===== config.mk =====
export PLATFORM = sky130hd
export DESIGN_NAME = block_sync_seeker
export DESIGN_NICKNAME = d
export VERILOG_FILES = /design/src/rtl/block_sync_pkg.sv /design/src/rtl/block_sync_seeker_lane.sv /design/src/rtl/block_sync_seeker.sv
export SDC_FILE = /design/constraint.sdc
export NUM_CORES = 1
export LEC_CHECK = 0
export CAP_MARGIN = 10
export CELL_PAD_IN_SITES_DETAIL_PLACEMENT = 1
export CELL_PAD_IN_SITES_GLOBAL_PLACEMENT = 2
export CORE_MARGIN = 2
export CORE_UTILIZATION = 37
export CTS_BUF_LIST = sky130_fd_sc_hd__clkbuf_2 sky130_fd_sc_hd__clkbuf_4 sky130_fd_sc_hd__clkbuf_8
export DETAILED_ROUTE_END_ITERATION = 7
export PLACE_DENSITY = 0.87
export SLEW_MARGIN = 25
export SYNTH_ARGS = -nofsm -noshare
export SYNTH_HDL_FRONTEND = slang
export SYNTH_HIERARCHICAL = 1
export SYNTH_SLANG_ARGS = --single-unit

===== constraint.sdc =====
create_clock -name clk_i -period 5.87 [get_ports clk_i]
set_input_delay 1.761 -clock clk_i [delete_from_list [all_inputs] [get_ports clk_i]]
set_output_delay 1.761 -clock clk_i [all_outputs]
set_load 0.01 [all_outputs]

===== src/rtl/block_sync_pkg.sv =====
// Shared definitions for the 64b/66b block-sync seeker.
//   c_DATA_HEADER / c_CMD_HEADER : the two legal 2-bit sync headers
//   hdr_valid()                  : true for either legal header
//   seeker_pos()                 : slice bit position tested by a lane at a given index
//   lock_state_t                 : lock FSM state encoding
package block_sync_pkg;

  localparam logic [1:0] c_DATA_HEADER = 2'b01;
  localparam logic [1:0] c_CMD_HEADER  = 2'b10;

  typedef enum logic {
    SEARCH = 1'b0,
    LOCKED = 1'b1
  } lock_state_t;

  function automatic logic hdr_valid(input logic [1:0] hdr);
    return (hdr == c_DATA_HEADER) || (hdr == c_CMD_HEADER);
  endfunction

  // Lane L walks positions L+1, L+1+N, L+1+2N, ...
  function automatic logic [6:0] seeker_pos(input int unsigned lane,
                                            input int unsigned idx,
                                            input int unsigned n_seekers = 6);
    return 7'(lane + 1 + idx * n_seekers);
  endfunction

endpackage


===== src/rtl/block_sync_seeker_lane.sv =====
// One block-sync seeker lane: holds a position index and a run-length counter.
// Ports:
//   clk_i, rst_i : clock, synchronous active-high reset
//   en_i         : slice present and FSM searching; lane updates only then
//   clr_i        : clear counter and index (lock dropped)
//   slice_i      : registered BLK_W+1 bit slice under test
//   pos_o        : position currently tested (header = {slice[pos], slice[pos-1]})
//   hit_o        : counter saturated at LOCK_CNT
module seeker_lane
  import block_sync_pkg::*;
#(
  parameter int unsigned LANE      = 0,
  parameter int unsigned N_SEEKERS = 6,
  parameter int unsigned BLK_W     = 66,
  parameter int unsigned LOCK_CNT  = 32,
  parameter int unsigned CNT_W     = 6
) (
  input  logic             clk_i,
  input  logic             rst_i,
  input  logic             en_i,
  input  logic             clr_i,
  input  logic [BLK_W:0]   slice_i,
  output logic [6:0]       pos_o,
  output logic             hit_o
);

  // Highest index whose position still fits within the block.
  localparam int unsigned LAST_IDX = (BLK_W - LANE - 1) / N_SEEKERS;
  localparam int unsigned IDX_W    = (LAST_IDX > 0) ? $clog2(LAST_IDX + 1) : 1;

  logic [IDX_W-1:0] idx_q, idx_d;
  logic [CNT_W-1:0] cnt_q, cnt_d;
  logic [1:0]       hdr;

  assign pos_o = seeker_pos(LANE, 32'(idx_q), N_SEEKERS);
  assign hdr   = 2'(slice_i >> (pos_o - 7'd1));
  assign hit_o = (cnt_q == CNT_W'(LOCK_CNT));

  always_comb begin
    idx_d = idx_q;
    cnt_d = cnt_q;
    if (clr_i) begin
      idx_d = '0;
      cnt_d = '0;
    end else if (en_i) begin
      if (hdr_valid(hdr)) begin
        if (!hit_o) cnt_d = cnt_q + CNT_W'(1);
      end else begin
        cnt_d = '0;
        idx_d = (idx_q == IDX_W'(LAST_IDX)) ? '0 : idx_q + IDX_W'(1);
      end
    end
  end

  always_ff @(posedge clk_i) begin
    if (rst_i) begin
      idx_q <= '0;
      cnt_q <= '0;
    end else begin
      idx_q <= idx_d;
      cnt_q <= cnt_d;
    end
  end

endmodule


===== src/rtl/block_sync_seeker.sv =====
// 64b/66b block-sync header seeker with lock/unlock state machine.
// N_SEEKERS lanes hunt in parallel for a position that carries a valid sync
// header LOCK_CNT slices in a row; the winning position is then monitored and
// UNLOCK_BAD consecutive bad headers restart the hunt.
// Ports:
//   clk_i, rst_i  : clock, synchronous active-high reset
//   gbox_buffer   : complete gearbox buffer
//   gbox_cnt      : window index, slice = gbox_buffer[BUF_W-1-gbox_cnt -: BLK_W+1]
//   buffer_dv     : gbox_buffer/gbox_cnt valid this cycle
//   block_offset  : header offset within slice (position - 1)
//   locked        : block lock achieved
//   lock_lost     : one-cycle pulse on LOCKED -> SEARCH
//
// state  | meaning
// SEARCH | lanes hunting; first saturated lane (lowest index) wins
// LOCKED | lanes frozen; header at block_offset+1 checked on every slice
module block_sync_seeker
  import block_sync_pkg::*;
#(
  parameter int unsigned BUF_W      = 194,
  parameter int unsigned BLK_W      = 66,
  parameter int unsigned N_SEEKERS  = 6,
  parameter int unsigned LOCK_CNT   = 32,
  parameter int unsigned UNLOCK_BAD = 4,
  parameter int unsigned CNT_W      = 6
) (
  input  logic             clk_i,
  input  logic             rst_i,
  input  logic [BUF_W-1:0] gbox_buffer,
  input  logic [5:0]       gbox_cnt,
  input  logic             buffer_dv,
  output logic [6:0]       block_offset,
  output logic             locked,
  output logic             lock_lost
);

  localparam int unsigned BAD_W = $clog2(UNLOCK_BAD + 1);
  localparam int unsigned WIN_W = $clog2(BUF_W) + 1;

  lock_state_t      state_q, state_d;
  logic [BLK_W:0]   slice_q, slice_d;
  logic             slice_vld_q, slice_vld_d;
  logic [BAD_W-1:0] bad_q, bad_d;
  logic [6:0]       off_q, off_d;
  logic             lost_q, lost_d;

  logic [WIN_W-1:0] top_idx;
  logic [WIN_W-1:0] shift_amt;
  logic             win_ok;
  logic [BLK_W:0]   win_slice;

  logic [6:0]           lane_pos [N_SEEKERS];
  logic [N_SEEKERS-1:0] lane_hit;
  logic                 lane_en;
  logic                 lane_clr;
  logic                 any_hit;
  logic [6:0]           hit_pos;
  logic [1:0]           lock_hdr;

  // Window is legal only while its lowest bit stays inside the buffer.
  assign top_idx   = WIN_W'(BUF_W - 1) - WIN_W'(gbox_cnt);
  assign win_ok    = (top_idx >= WIN_W'(BLK_W));
  assign shift_amt = WIN_W'(BUF_W - BLK_W - 1) - WIN_W'(gbox_cnt);
  assign win_slice = (BLK_W+1)'(gbox_buffer >> shift_amt);

  always_comb begin
    slice_d     = slice_q;
    slice_vld_d = 1'b0;
    if (buffer_dv && win_ok) begin
      slice_d     = win_slice;
      slice_vld_d = 1'b1;
    end
  end

  assign lane_en = slice_vld_q && (state_q == SEARCH);

  for (genvar g = 0; g < N_SEEKERS; g++) begin : g_lane
    seeker_lane #(
      .LANE      (g),
      .N_SEEKERS (N_SEEKERS),
      .BLK_W     (BLK_W),
      .LOCK_CNT  (LOCK_CNT),
      .CNT_W     (CNT_W)
    ) u_lane (
      .clk_i   (clk_i),
      .rst_i   (rst_i),
      .en_i    (lane_en),
      .clr_i   (lane_clr),
      .slice_i (slice_q),
      .pos_o   (lane_pos[g]),
      .hit_o   (lane_hit[g])
    );
  end

  // Scan from the top down so the lowest hitting lane is written last.
  always_comb begin
    any_hit = 1'b0;
    hit_pos = '0;
    for (int i = int'(N_SEEKERS) - 1; i >= 0; i--) begin
      if (lane_hit[i]) begin
        any_hit = 1'b1;
        hit_pos = lane_pos[i];
      end
    end
  end

  assign lock_hdr = 2'(slice_q >> off_q);

  always_comb begin
    state_d  = state_q;
    off_d    = off_q;
    bad_d    = bad_q;
    lost_d   = 1'b0;
    lane_clr = 1'b0;
    case (state_q)
      SEARCH: begin
        if (any_hit) begin
          state_d = LOCKED;
          off_d   = hit_pos - 7'd1;
          bad_d   = '0;
        end
      end
      LOCKED: begin
        if (slice_vld_q) begin
          if (hdr_valid(lock_hdr)) begin
            bad_d = '0;
          end else if (bad_q == BAD_W'(UNLOCK_BAD - 1)) begin
            state_d  = SEARCH;
            bad_d    = '0;
            lost_d   = 1'b1;
            lane_clr = 1'b1;
          end else begin
            bad_d = bad_q + BAD_W'(1);
          end
        end
      end
      default: state_d = SEARCH;
    endcase
  end

  always_ff @(posedge clk_i) begin
    if (rst_i) begin
      state_q     <= SEARCH;
      slice_q     <= '0;
      slice_vld_q <= 1'b0;
      bad_q       <= '0;
      off_q       <= '0;
      lost_q      <= 1'b0;
    end else begin
      state_q     <= state_d;
      slice_q     <= slice_d;
      slice_vld_q <= slice_vld_d;
      bad_q       <= bad_d;
      off_q       <= off_d;
      lost_q      <= lost_d;
    end
  end

  assign locked       = (state_q == LOCKED);
  assign block_offset = off_q;
  assign lock_lost    = lost_q;

endmodule


After elaboration in Yosys (flattened, before gate mapping)
Cells that the tools add are included.
Word-level totals
  output and inout port bits: 9
  memories: 0
  bits in read-only memories: 0
  bits in latches: 0
  register bits: 140
  RAM bits: 0
Cells by class
  multiply operators: 6
  magnitude comparators: 1
  equal/unequal tests: 35
  div/mod/pow operators: 0
  shift-type cells: 8
  reductions and logical operators: 24
  bitwise logic cells: 7
  mux-type cells: 45
  $add $sub $neg: 28
Operators with widths (count)
  $shr A67 B7 Y2: 7
  $shr A194 B9 Y67: 1
  $mux W6: 12
  $sub A7 B1 Y7 const B: 7
  $mux W7: 6
  $add A6 B1 Y6 const B: 6
  $eq A6 B6 Y1 const B: 6
  $mul A4 B2 Y6 const B: 6
  $reduce_and A2 Y1: 14
  $add A4 B1 Y4 const B: 6
  $eq A4 B4 Y1 const B: 6
  $mux W4: 6
  $add A3 B7 Y7 const A: 3
  $mux W1: 15
  $add A2 B7 Y7 const A: 2
  $eq A2 B1 Y1 const B: 7
  $eq A2 B2 Y1 const B: 7
  $ne A2 B2 Y1 const B: 7
  $mux W3: 4
  $ge A9 B7 Y1 const B: 1
  $sub A8 B6 Y9 const A: 1
  $sub A7 B6 Y8 const A: 1
  $add A1 B7 Y7 const A: 1
  $logic_or A1 B1 Y1: 7
  other kinds (8): 15

Logic depth before layout (Yosys ltp)
Gate-level depths: netlist (run 1).
  depth after elaboration: 9
  depth in mapped cells: 19

By module
Netlist (run 1), hierarchy kept.
Modules (own cells, without submodules)
  block_sync_seeker: cells each 1438, area each 11801.3 um^2, instances 1
  seeker_lane (g_lane[5].u_lane): cells each 188, area each 1900.6 um^2, instances 1
  seeker_lane (g_lane[2].u_lane): cells each 185, area each 1624.1 um^2, instances 1
  seeker_lane (g_lane[3].u_lane): cells each 161, area each 1576.5 um^2, instances 1
  seeker_lane (g_lane[4].u_lane): cells each 167, area each 1565.3 um^2, instances 1
  seeker_lane (g_lane[1].u_lane): cells each 149, area each 1481.4 um^2, instances 1
  seeker_lane (g_lane[0].u_lane): cells each 137, area each 1371.3 um^2, instances 1

Least setup slack after synthesis (run 1)
Ideal clock, no wire load.
  kind: flip-flop to flip-flop
  start point: register g_lane[3].u_lane.idx_q[0]
  end point: register g_lane[3].u_lane.idx_q[2]
  period minus slack after synthesis: 4.121 ns
  stages on the path, launching flop included: 15
  path slack: 1.749 ns
  data arrival time: 4.004 ns
  cells stage by stage: dfxtp_1 > buf_2 > inv_2 > ha_1 > clkbuf_1 > inv_1 > ha_1 > xor2_2 > mux4_2 > a211oi_1 > a211oi_1 > mux2_4 > a21oi_4 > o21ai_1 > a32o_1
RTL lines
  start: declaration: RTL line block_sync_seeker_lane.sv:31  | logic [IDX_W-1:0] idx_q, idx_d;
  start signal: assignment: RTL line block_sync_seeker_lane.sv:60  | idx_q <= idx_d;

==> results of run 1 <==
## final cells by class
type                            count  area [sq um]  share of cell area, %
Antenna cell                        1         2.502                0.01065
Clock buffer                       17         234.0                 0.9960
Clock inverter                     15         197.7                 0.8415
Inverter                           70         266.5                  1.134
Multi-Input combinational cell   2015         17250                  73.42
Sequential cell                   140          2804                  11.94
Tap cell                          756         945.9                  4.026
Timing Repair Buffer              183          1793                  7.632
## routing by layer
metal,vias up,wire (um)
met5,-,0
met4,0,2373
met3,148,4337
met2,751,37020
met1,10080,32350
li1,9046,-
## sequential cells by signal (all words and copies together), names as in the netlist
signal,count
bad_q,3
block_offset,7
g_lane.u_lane/cnt_q,36
g_lane.u_lane/idx_q,24
lock_lost,1
locked,1
slice_q,67
slice_vld_q,1
## kinds of logic (layout without fill, tap and decap cells)
kind of cell               Yosys count  in the layout  share of synthesized area, %
AOI/OAI and AO/OA                  431            431                         13.97
xor gates and xnor gates           107            107                         5.317
adders and majority gates           64             64                         3.932
buffers and inverters              270            285                         6.103
DFF                                140            140                         13.15
muxes                              514            514                         37.45
other                                6              7                        0.1056
and+or+nand+nor                    893            893                         19.97
## worst paths after layout
kind	slack [ns]	endpoint	depth (start not counted)
max	1.22	block_offset[6]	15
min	0.49	slice_q[66]	2
max reg2reg	1.22	block_offset[6]	15
min reg2reg	0.49	slice_q[66]	2
## power by group
group,switching (mW),total [mW],internal (mW)
registers,0.188,1.20,1.01
clock network,0.469,0.869,0.401
logic,1.13,2.09,0.967
total,1.78,4.16,2.38
## placed cells by master (no fill, tap or decap), types with 65 or more instances in the layout
cell	synthesis	final
nand2_1	378	378
mux2i_1	220	220
mux4_2	203	203
nor2_1	182	181
dfxtp_1	140	139
clkdlybuf4s50_1	0	139
o21ai_0	106	106
a21oi_1	93	93
nand2b_1	80	80
mux2_2	76	76
inv_1	66	65
## worst reg2reg max path, stage by stage (launching register included)
cell and delay (ns):
dfxtp_1 0.40, ha_1 0.44, fa_1 0.82, o21ai_1 0.17
nand3b_1 0.24, nor2_1 0.14, mux2_2 0.34, a21o_1 0.15
a221o_1 0.30, a221oi_1 0.31, nor3_1 0.12, a21oi_1 0.18
o21ai_0 0.13, mux2_2 0.35, or3_1 0.33, o221ai_1 0.18
==> results_dict.tcl, run 1 <==
set metrics [dict create \
    final_nets 2694 \
    core_sq_mm 0.05671 \
    synth.distinct_cells 114 \
    worst_ep_required_time_ns 6.31 \
    finalSetupViolCount 0 \
    fp.dieH_um 244.0 \
    fin_tns_setup_ns 0 \
    grt_max_degree 83 \
    final_cells 3197 \
    top_usage_layer "met2" \
    path_buf_inv 0 \
    hpwl_um 58400 \
    postCtsSetupBuffers 0 \
    path_delay_family "compound AO/OA/AOI/OAI gates" \
    post-route-period-util_pct 79.25 \
    drive_above_1_share_pct 17.66 \
    synth-main-ff-cell "dfxtp_1" \
    worst_clock_skew_ns 0.01828 \
    synth_top_area_share_pct 21.44 \
    cts_tree "yes" \
    finalInstanceArea_sq_mm 0.02349 \
    synth.area.top_cells "mux4_2 21%, dfxtp_1 13%, mux2i_1 10%" \
    drc 0 \
    yosysMostFrequentCell "nand2_1" \
    dpl-instance-area_sq_mm 0.02304 \
    p_leak_nw 8.856 \
    postSynthCellCount 2425 \
    async_flop_share_pct 0 \
    end_kind "flop" \
    rsz0062_at_grt "false" \
    htreeDepth 4 \
    crit_top_cell "mux2_2" \
    via_count 20030 \
    die_x_um 244.0 \
    rr_startpoint "g_lane[5].u_lane/idx_q[1]" \
    place_congestion 0.9491 \
    gr-usage-met3_pct 3.259 \
    ant_nets 0 \
    power-per-cell-area_mw_per_mm2 177.1 \
    max_freq_mhz 215.0 \
    fin_util_pct 41.42 \
    rows 87 \
    avgRoutedWirePerCell_um 23.80 \
    outcome "finished clean" \
    finalHoldViolations 0 \
    synth_enable_flop_cells 0 \
    drt-vias-per-instance 6.264 \
    first_pass_iters 5 \
    cts.sinks 140 \
    holdWs_ns 0.4864 \
    met2_usage_pct 43.66 \
    max-slew-margin-rel_pct 25.98 \
    p_total_mw 4.160 \
    grt_use_total_pct 25.36 \
    cts-root-buf "clkbuf_8" \
    yosysSeqAreaShare_pct 13.15 \
    syn_avg_cell_area_sq_um 8.792 \
    cp_cell_sequence "ha_1, fa_1, o21ai_1, nand3b_1, nor2_1, mux2_2, a21o_1, a221o_1, a221oi_1, nor3_1, a21oi_1, o21ai_0, mux2_2, or3_1, o221ai_1" \
    netlist_area_sq_mm 0.02132 \
    cts_buffers 17 \
    setup_slack_ns 1.218 \
    overflow 0 \
    dp_cells 3164 \
    ir_drop_mv 0.1152 \
    synth_seq_cells 140 \
    portBuffers 147 \
    worst_pin_slew_ns 1.096 \
    hold_start "slice_q[66]" \
    synth_warnings 6 \
    cts_hold_buf 0 \
    yosysTopAreaCell "mux4_2" \
    hold_path_class "flop to flop" \
    syn-num-nets 2692 \
    nFillCells 6587 \
    slew_viol_final 0 \
    crit_slowest_cell "fa_1" \
    grt_antenna_before_repair 1 \
    maxCapViolCount 0 \
    clock_path_buffers 2 \
    start_util_pct 37.59 \
    cp-startpoint "g_lane[5].u_lane/idx_q[1]" \
    path_class "flop to flop" \
    areaGrowthSynthToFinish_pct 10.19 \
    place_ws_ns 1.090 \
    crit_fanout 10 \
    crit_path_max_incr_delay_ns 0.82 \
    die-area_sq_mm 0.05956 \
    start_kind "flop" \
    post_cts_resized 0 \
    grt_pass1_wl_um 120000 \
    clkLatencyLatePin_ns 0.52 \
    grt.met1_usage_pct 32.88 \
    arrival_ns 5.09 \
    totalWireLength_um 76070 \
    grt_pass1_vias 20880 \
    clk_pin_slew_ns 0.10 \
    synth_commonest_cells "378 x nand2_1, 220 x mux2i_1, 203 x mux4_2, 182 x nor2_1, 140 x dfxtp_1" \
    io_pins 212 \
    min_period_ns 4.652 \
    drt_iter0_drc 1429 \
]
No activity file was read; power rests on OpenSTA's default activity.
==> run 2: changes to the inputs <==
==> constraint.sdc (replaced) <==
create_clock -name clk_i -period 4.74 [get_ports clk_i]
set_input_delay 1.422 -clock clk_i [delete_from_list [all_inputs] [get_ports clk_i]]
set_output_delay 1.422 -clock clk_i [all_outputs]
set_load 0.01 [all_outputs]
==> run 2 against run 1 <==
  * Die area unchanged
  * Final cell count up 1.3%
  * Via count up 0.69%
  * Combinational power up 29%
  * Clock power up 17%
  * Cell area up 1.2%
  * Clock-buffer cell count up 1
  * Sequential cell count unchanged
  * Utilization up 0.48 points
  * Non-clock buffer count up 40
  * Maximum frequency up 7.8%
  * Critical endpoint is now g_lane[3].u_lane/idx_q[3]
  * Largest cell class unchanged
==> results_dict.tcl, run 2 (synthesized netlist as in run 1, its figures left out) <==
set metrics [dict create \
    start_kind "flop" \
    gr-usage-met3_pct 3.984 \
    core_sq_mm 0.05671 \
    path_class "flop to flop" \
    io_pins 212 \
    p_leak_nw 9.051 \
    worst_pin_slew_ns 0.9894 \
    end_kind "flop" \
    drive_above_1_share_pct 18.99 \
    hold_end "bad_q[2]" \
    worst_clock_skew_ns 0.02150 \
    grt.met1_usage_pct 33.98 \
    max_freq_mhz 231.7 \
    maxCapViolCount 0 \
    worst_ep_required_time_ns 5.16 \
    crit_fanout 7 \
    drt-vias-per-instance 6.229 \
    hpwl_um 60420 \
    rsz0062_at_grt "false" \
    cts.sinks 140 \
    sequentialPowerShare_pct 28.1 \
    arrival_ns 4.73 \
    clk_pin_slew_ns 0.09 \
    regMostFlops "slice_q" \
    reg2regPathDepth 11 \
    fp.dieH_um 244.0 \
    areaGrowthSynthToFinish_pct 11.47 \
    overflow 0 \
    cts_hold_buf 0 \
    r2r_end "g_lane[3].u_lane/idx_q[3]" \
    via_count 20160 \
    grt_max_degree 119 \
    grt_antenna_before_repair 3 \
    max-slew-margin-rel_pct 33.57 \
    start_util_pct 37.59 \
    slew_viol_final 0 \
    htreeDepth 4 \
    holdWs_ns 0.4804 \
    portBuffers 147 \
    final_common_cell "nand2_1" \
    ant_nets 0 \
    combPwrFrac_pct 52.1 \
    ff2ff_setup_slack_ns 0.42 \
    top_usage_layer "met2" \
    p_switching_mw 2.239 \
    hold_start "bad_q[2]" \
    grt_pass1_wl_um 123600 \
    clock_path_buffers 2 \
    place_ws_ns 0.3786 \
    rows 87 \
    post_cts_resized 0 \
    p_total_mw 5.166 \
    cts_tree "yes" \
    fin_util_pct 41.90 \
    layout_common_cells "378 x nand2_1, 220 x mux2i_1, 203 x mux4_2" \
    clkLatencyLatePin_ns 0.52 \
    grt_use_total_pct 26.26 \
    drt_iter0_drc 1553 \
    hold_path_class "flop to flop" \
    fin_tns_setup_ns 0 \
    outcome "finished clean" \
    die_x_um 244.0 \
    drc 0 \
    final_nets 2734 \
    power-per-cell-area_mw_per_mm2 217.4 \
    post-route-period-util_pct 91.04 \
    reg_top3 "slice_q x67, g_lane.u_lane/cnt_q x36, g_lane.u_lane/idx_q x24" \
    final_cells 3237 \
    ir_drop_mv 0.1774 \
    finalSetupViolCount 0 \
    finalInstanceArea_sq_mm 0.02377 \
    setup_slack_ns 0.4249 \
    internal_power_mw 2.927 \
    die-area_sq_mm 0.05956 \
    avgRoutedWirePerCell_um 24.40 \
    grt_pass1_vias 20730 \
    hold_depth 2 \
    totalWireLength_um 79000 \
    dp_cells 3204 \
    finalHoldViolations 0 \
    rr_startpoint "g_lane[3].u_lane/idx_q[1]" \
    largest_register_ffs 67 \
    first_pass_iters 5 \
    place_congestion 0.9357 \
    pwr-share-clk_pct 19.8 \
    cts-root-buf "clkbuf_8" \
    netSwitchingFraction_pct 43.34 \
    postCtsSetupBuffers 0 \
    cts_buffers 17 \
    met2_usage_pct 44.44 \
    min_period_ns 4.315 \
    dpl-instance-area_sq_mm 0.02337 \
]
run 2: power by group through the flow:
stage	Clock (mW)	Sequential (mW)	Combinational, mW
floorplan	0	1.38	1.91
global placement	0	1.45	2.56
detailed placement	0	1.45	2.65
CTS	1.05	1.43	2.66
global route	1.09	1.44	2.89
finish	1.02	1.45	2.69
run 2: how the worst max path moves through the flow:
stage / startpoint / endpoint / cells past startpoint
after floorplan: g_lane[3].u_lane/idx_q[0] / g_lane[3].u_lane/idx_q[2] / 14
after global placement: g_lane[5].u_lane/idx_q[2] / block_offset[6] / 16
after detailed placement: g_lane[5].u_lane/idx_q[2] / block_offset[6] / 16
after CTS: g_lane[5].u_lane/idx_q[2] / block_offset[6] / 16
after global routing: g_lane[5].u_lane/idx_q[2] / block_offset[6] / 16
final: g_lane[3].u_lane/idx_q[1] / g_lane[3].u_lane/idx_q[3] / 11
run 2: final cells by class:
class / count / area [sq um]
Fill cell: 6608 / 32950
Multi-Input combinational cell: 2015 / 17240
Sequential cell: 140 / 2804
Timing Repair Buffer: 223 / 2118
Tap cell: 756 / 945.9
Inverter: 70 / 265.3
Clock buffer: 18 / 241.5
Clock inverter: 14 / 150.1
Antenna cell: 1 / 2.502
run 2: worst max-delay path, stage by stage (launching register included):
cell,delay (ns)
dfxtp_1,0.47
ha_1,0.31
fa_1,0.51
ha_1,0.49
xor2_2,0.50
mux4_2,0.59
a211oi_1,0.30
a211oi_1,0.12
mux2_4,0.32
a21oi_4,0.23
o21ai_1,0.11
a32o_1,0.26
run 2: per-layer routing:
| layer | routed length [um] | vias to the layer above |
|---|---|---|
| met1 | 33030 | 10060 |
| met3 | 5437 | 172 |
| met5 | 31 | - |
| li1 | - | 9106 |
| met2 | 37800 | 827 |
| met4 | 2705 | 2 |
==> run 3: changes to the inputs <==
--- a/config.mk
+++ b/config.mk
@@ -5,7 +5,7 @@
 export SDC_FILE = /design/constraint.sdc
 export NUM_CORES = 1
 export LEC_CHECK = 0
-export CAP_MARGIN = 10
+export CAP_MARGIN = 20
 export CELL_PAD_IN_SITES_DETAIL_PLACEMENT = 1
 export CELL_PAD_IN_SITES_GLOBAL_PLACEMENT = 2
 export CORE_MARGIN = 2
@@ -13,6 +13,7 @@
 export CTS_BUF_LIST = sky130_fd_sc_hd__clkbuf_2 sky130_fd_sc_hd__clkbuf_4 sky130_fd_sc_hd__clkbuf_8
 export DETAILED_ROUTE_END_ITERATION = 7
 export PLACE_DENSITY = 0.87
+export SKIP_LAST_GASP = 1
 export SLEW_MARGIN = 25
 export SYNTH_ARGS = -nofsm -noshare
 export SYNTH_HDL_FRONTEND = slang
==> results of run 3 <==
Same layout as run 2: the final DEF is identical, and so are final timing and power.
